File: config.mk
export PLATFORM = sky130hd
export DESIGN_NAME = exp_batch_controller
export DESIGN_NICKNAME = d
export VERILOG_FILES = /design/src/rtl/exp_batch_controller.sv
export SDC_FILE = /design/constraint.sdc
export NUM_CORES = 1
export LEC_CHECK = 0
export CORE_ASPECT_RATIO = 1.5
export CORE_MARGIN = 3
export CORE_UTILIZATION = 55
export CTS_CLUSTER_SIZE = 14
export DETAILED_ROUTE_END_ITERATION = 16
export PLACE_DENSITY = 0.78
export SETUP_SLACK_MARGIN = 0.3
export SYNTH_ARGS = -nofsm -noshare
export SYNTH_HDL_FRONTEND = slang
export SYNTH_SLANG_ARGS = --single-unit
File: constraint.sdc
create_clock -name clk -period 3.7 [get_ports clk]
set_input_delay 0.37 -clock clk [delete_from_list [all_inputs] [get_ports clk]]
set_output_delay 0.37 -clock clk [all_outputs]
set_load 0.005 [all_outputs]
File: src/rtl/exp_batch_controller.sv
// rtl/exp_batch_controller.sv - batch sequencer feeding operands to an exponential accelerator
// Optional build macro: EXP_CTRL_TIMEOUT_EN (bounded WAIT with sticky timeout_err).
module exp_batch_controller #(
  parameter int DEPTH = 16,
  parameter int XW    = 16,
  parameter int RW    = 18
) (
  input  logic                     clk,
  input  logic                     reset,
  input  logic                     wr_en,
  input  logic [XW-1:0]            wr_data,
  input  logic                     clear,
  input  logic                     start,
  input  logic                     read_switch,
  input  logic                     acc_done,
  input  logic [RW-1:0]            acc_result,
  output logic                     acc_start,
  output logic [XW-1:0]            acc_x,
  output logic                     busy,
  output logic                     done,
  output logic [$clog2(DEPTH):0]   load_count,
  output logic                     overflow,
  output logic [$clog2(DEPTH)-1:0] rd_index,
  output logic [RW-1:0]            rd_data,
  output logic                     timeout_err
);

  localparam int AW = $clog2(DEPTH);
  localparam int CW = AW + 1;

  typedef enum logic [2:0] {
    S_IDLE,
    S_ISSUE,
    S_WAIT,
    S_STORE,
    S_DONE
  } state_t;

  state_t          state_q, state_d;
  logic [CW-1:0]   load_count_q, load_count_d;
  logic [AW-1:0]   index_q, index_d;
  logic [AW-1:0]   rd_index_q, rd_index_d;
  logic            overflow_q, overflow_d;
  logic [XW-1:0]   acc_x_q, acc_x_d;
  logic            rs_q;

  logic [XW-1:0]   operand_q [DEPTH];
  logic [RW-1:0]   result_q  [DEPTH];

  logic            op_we;
  logic            res_we;
  logic [RW-1:0]   res_wdata;
  logic            wr_ok;
  logic            rs_rise;
  logic            full;
  logic [AW-1:0]   index_nxt;

`ifdef EXP_CTRL_TIMEOUT_EN
  logic [7:0]      wait_cnt_q, wait_cnt_d;
  logic            timeout_q, timeout_d;
`endif

  assign full      = (load_count_q == CW'(DEPTH));
  assign rs_rise   = read_switch & ~rs_q;
  assign index_nxt = index_q + AW'(1);

  // Next-state, datapath updates and array write strobes
  always_comb begin
    state_d      = state_q;
    load_count_d = load_count_q;
    index_d      = index_q;
    rd_index_d   = rd_index_q;
    overflow_d   = overflow_q;
    acc_x_d      = acc_x_q;
    op_we        = 1'b0;
    res_we       = 1'b0;
    res_wdata    = acc_result;
    wr_ok        = 1'b0;
`ifdef EXP_CTRL_TIMEOUT_EN
    wait_cnt_d   = wait_cnt_q;
    timeout_d    = timeout_q;
`endif

    case (state_q)
      S_IDLE, S_DONE: begin
        if (clear) begin
          // Clear beats start and any write presented in the same cycle.
          state_d      = S_IDLE;
          load_count_d = '0;
`ifdef EXP_CTRL_TIMEOUT_EN
          timeout_d    = 1'b0;
`endif
        end else begin
          if (wr_en) begin
            if (!full) begin
              op_we        = 1'b1;
              wr_ok        = 1'b1;
              load_count_d = load_count_q + CW'(1);
            end else begin
              overflow_d = 1'b1;
            end
          end
          // A write landing with start joins the batch; entry 0 may be that write.
          if (start && (load_count_q != '0 || wr_ok)) begin
            state_d = S_ISSUE;
            index_d = '0;
            acc_x_d = (load_count_q == '0) ? wr_data : operand_q[0];
`ifdef EXP_CTRL_TIMEOUT_EN
            timeout_d = 1'b0;
`endif
          end else if (state_q == S_DONE && rs_rise) begin
            rd_index_d = ({1'b0, rd_index_q} + CW'(1) >= load_count_q) ? '0 : rd_index_q + AW'(1);
          end
        end
      end

      S_ISSUE: begin
        if (wr_en) overflow_d = 1'b1;
        state_d = S_WAIT;
`ifdef EXP_CTRL_TIMEOUT_EN
        wait_cnt_d = '0;
`endif
      end

      S_WAIT: begin
        if (wr_en) overflow_d = 1'b1;
        if (acc_done) begin
          res_we  = 1'b1;
          state_d = S_STORE;
        end
`ifdef EXP_CTRL_TIMEOUT_EN
        // The 255th consecutive WAIT cycle without completion gives up on this entry.
        else if (wait_cnt_q == 8'd254) begin
          res_we    = 1'b1;
          res_wdata = '1;
          timeout_d = 1'b1;
          state_d   = S_STORE;
        end else begin
          wait_cnt_d = wait_cnt_q + 8'd1;
        end
`endif
      end

      S_STORE: begin
        if (wr_en) overflow_d = 1'b1;
        if ({1'b0, index_q} == load_count_q - CW'(1)) begin
          state_d    = S_DONE;
          rd_index_d = '0;
        end else begin
          state_d = S_ISSUE;
          index_d = index_nxt;
          acc_x_d = operand_q[index_nxt];
        end
      end

      default: state_d = S_IDLE;
    endcase
  end

  // Control registers with synchronous active-low reset
  always_ff @(posedge clk) begin
    if (!reset) begin
      state_q      <= S_IDLE;
      load_count_q <= '0;
      index_q      <= '0;
      rd_index_q   <= '0;
      overflow_q   <= 1'b0;
      acc_x_q      <= '0;
      rs_q         <= 1'b0;
`ifdef EXP_CTRL_TIMEOUT_EN
      wait_cnt_q   <= '0;
      timeout_q    <= 1'b0;
`endif
    end else begin
      state_q      <= state_d;
      load_count_q <= load_count_d;
      index_q      <= index_d;
      rd_index_q   <= rd_index_d;
      overflow_q   <= overflow_d;
      acc_x_q      <= acc_x_d;
      rs_q         <= read_switch;
`ifdef EXP_CTRL_TIMEOUT_EN
      wait_cnt_q   <= wait_cnt_d;
      timeout_q    <= timeout_d;
`endif
    end
  end

  // Operand and result storage; contents are not reset
  always_ff @(posedge clk) begin
    if (reset && op_we)  operand_q[load_count_q[AW-1:0]] <= wr_data;
    if (reset && res_we) result_q[index_q]               <= res_wdata;
  end

  assign acc_start  = (state_q == S_ISSUE);
  assign acc_x      = acc_x_q;
  assign busy       = (state_q == S_ISSUE) || (state_q == S_WAIT) || (state_q == S_STORE);
  assign done       = (state_q == S_DONE);
  assign load_count = load_count_q;
  assign overflow   = overflow_q;
  assign rd_index   = rd_index_q;
  assign rd_data    = result_q[rd_index_q];

`ifdef EXP_CTRL_TIMEOUT_EN
  assign timeout_err = timeout_q;
`else
  assign timeout_err = 1'b0;
`endif

endmodule
==> results.py <==
metrics = {
    "synth": {
        "syn_area_mm2": 0.0234,
        "synth_fp_nets": 1240,
        "synthArstFlopShare": 0,
        "synth-edff-count": 544,
        "synth_commonest_cells": "edfxtp_1, mux4_2, mux2i_1, nand3_1, nand2_1",
        "synth_cell_type_count": 63,
        "yosysTopAreaCellShare": 0.698,
        "synth_area_leaders": "edfxtp_1, mux4_2, dfxtp_1",
        "yosys.area.top_type": "edfxtp_1",
        "ys_seq_area_frac": 0.731,
        "ys_seq_elements": 582,
        "synthFlopType": "edfxtp_1",
        "synth_warnings": 0,
        "yosysMostFrequentCell": "edfxtp_1",
        "syn-mean-instance-area_um2": 19.8,
        "syn_inst": 1184,
    },
    "clock_network": {
        "htreeDepth": 2,
        "clk_pin_slew_ns": 0.06,
        "clk_latency_ns": 0.57,
        "clockBufferDepth": 3,
        "cts_tree": "done",
        "clock_sinks": 582,
        "cts_made_buffers": 52,
        "root_buffer": "clkbuf_16",
    },
    "timing": {
        "hold_viol_final": 0,
        "clock_skew_ns": 0.0186,
        "maxClockFrequency_ghz": 0.310,
        "slew_viol_final": 0,
        "rsz0062_at_grt": "no",
        "worst_pin_slew_ns": 0.974,
        "hold_ws_ns": 0.395,
        "fin_crit_ns": 3.23,
        "setup_violations": 0,
        "tns_ns": 0,
        "post-route-period-util": 0.873,
        "max_slew_margin": 0.349,
    },
    "finish": {
        "areaGrowthSynthToFinish_pct": 14.6,
        "nNetsFinal": 1375,
        "drive_above_1_share": 0.240,
        "antenna_cells": 0,
        "fin_cells": 1919,
        "final_area_mm2": 0.0268,
    },
    "worst_setup_path": {
        "worst_ep_arrival_time_ns": 2.86,
        "crit_path_max_incr_delay_ns": 0.57,
        "critPathBufInv": 3,
        "regToRegEndpoint": "operand_q[5][3]",
        "crit_type": "reg2out",
        "path_delay_family": "multiplexers",
        "crit_chain": "buf_12 -> buf_4 -> mux4_2 -> mux4_2 -> clkdlybuf4s50_1",
        "rr_startpoint": "load_count[0]",
        "worst-r2r-cell-count": 7,
        "end_kind": "output pin",
        "cp_num_cells": 5,
        "cp-start-kind": "register",
        "crit_required_ns": 3.33,
        "worstSetupEndpoint": "rd_data[13]",
        "crit_top_cell": "mux4_2",
        "crit_slowest_cell": "mux4_2",
        "critPathMaxFanout": 12,
        "reg2reg_slack_ns": 0.83,
    },
    "global_route": {
        "antenna_found_initial": 0,
        "grt_pass1_vias": 12700,
        "groute.usage.overall": 0.239,
        "grt_start_max_net_pins": 58,
        "grt_first_pass_wirelength_um": 80300,
        "overflow": 0,
    },
    "routing": {
        "via_count": 12100,
        "ant_nets": 0,
        "drtIter0Drc": 1226,
        "wl_um": 53000,
        "drt-pass1-iter-count": 5,
        "avgViaCountPerCell": 6.31,
        "drc": 0,
        "routedWlPerCell_um": 27.6,
    },
    "floorplan": {
        "start_util": 0.563,
        "rows": 91,
        "die_area_mm2": 0.0451,
        "die_y_um": 259,
        "die_x_um": 174,
        "core_mm2": 0.0416,
        "io-pin-count": 89,
    },
    "power_and_ir_drop": {
        "leakage_nw": 8.25,
        "power_density_mw_per_mm2": 476,
        "pwr-share-seq": 0.567,
        "peakVddDrop_mv": 0.421,
        "swShare": 0.195,
        "power_w": 0.0128,
        "power_switching_w": 0.00249,
        "clkPwrFrac": 0.402,
        "p_int_w": 0.0103,
        "share_comb_of_total_power": 0.031,
    },
    "flow_run": {
        "cap_violations": 0,
    },
    "placed_design": {
        "place_inst": 1819,
        "port-buffer-count": 87,
        "gp_congestion": 0.841,
        "post_dp_cell_area_mm2": 0.0252,
        "detailed_place_hpwl_um": 31700,
    },
    "worst_hold_path": {
        "holdPathStages": 2,
        "min_path_type": "in2reg",
    },
    "outcome": {
        "status": "completed",
    },
}
[per-layer routing]
metal | share of wire | up-vias | routed length, um | track usage
li1 | - | 5122 | - | -
met1 | 0.35 | 6263 | 18700 | 0.301
met2 | 0.55 | 616 | 29000 | 0.429
met3 | 0.069 | 109 | 3650 | 0.0321
met4 | 0.031 | 0 | 1670 | 0.0783
met5 | 0 | - | 0 | 0
[registers in the layout, summed over array words and instances, names as in the netlist, named ones only]
name / flops
acc_x: 16
index_q: 4
load_count: 5
operand_q: 256
overflow: 1
rd_index: 4
result_q: 288
rs_q: 1
state_q: 3
[placed cells by master (no fill, tap or decap), types with 18 or more instances in the layout]
master and n:
buf_4 65, clkdlybuf4s50_1 87, nand2_1 46, nor2_1 28
clkbuf_16 53, clkbuf_1 19, mux4_2 139, edfxtp_1 544
nand3_1 71, mux2i_1 76, o2111ai_1 18, dfxtp_1 35
[worst register-to-register path: cells and delay by family, from the launching register on]
kind / cells / cell delay (ns)
AO/OA/AOI/OAI: 1 / 0.47
AND/OR/NAND/NOR: 3 / 0.68
buffers and inverters: 2 / 0.48
adder cells (fa/ha/maj): 1 / 0.35
flip-flops: 1 / 0.57
[power groups by stage]
stage                     registers, W  logic, W  clock network, W
after floorplan                0.00737  0.000175                 0
after detailed placement       0.00738  0.000393                 0
after global routing           0.00723  0.000428           0.00545
after CTS                      0.00723  0.000396           0.00521
final                          0.00724  0.000397           0.00512
after global placement         0.00737  0.000381                 0
[per-stage QoR]
stage,util,setup slack (ns)
CTS,0.645,0.435
global placement,0.605,0.908
global route,0.645,0.354
detailed placement,0.605,0.835
finish,0.645,0.469
floorplan,-,0.902
[cell type report]
type / count / area [um2]
well taps: 558 / 698
repair buffers: 157 / 1460
clock inverters: 18 / 145
multi-input cells: 515 / 5890
flip-flops and latches: 582 / 17100
clock buffers: 78 / 1480
inverters: 11 / 41.3
fillers: 2706 / 14700
[worst min path at each step]
stage	to	start	slack (ns)
final	rs_q	read_switch	0.39
after global routing	rs_q	read_switch	0.40
after CTS	rs_q	read_switch	0.38
after detailed placement	overflow	overflow	0.46
after global placement	overflow	overflow	0.46
after floorplan	overflow	overflow	0.46
[cell families after synthesis]
group,after synthesis,share of synthesized area
adders and majority gates,15,0.00802
and+or+nand+nor,189,0.0386
muxes,216,0.167
DFF,582,0.731
AOI/OAI and AO/OA,84,0.0311
buffers and inverters,87,0.0207
other,1,0.000160
xor gates and xnor gates,10,0.00406
[timing repair]
action                     4_1_cts  5_1_grt
gates resized for setup          0        0
setup endpoints to repair        4        0
setup buffers                    4        0
hold buffers                     0        0
(Power assumes the default switching activity.)
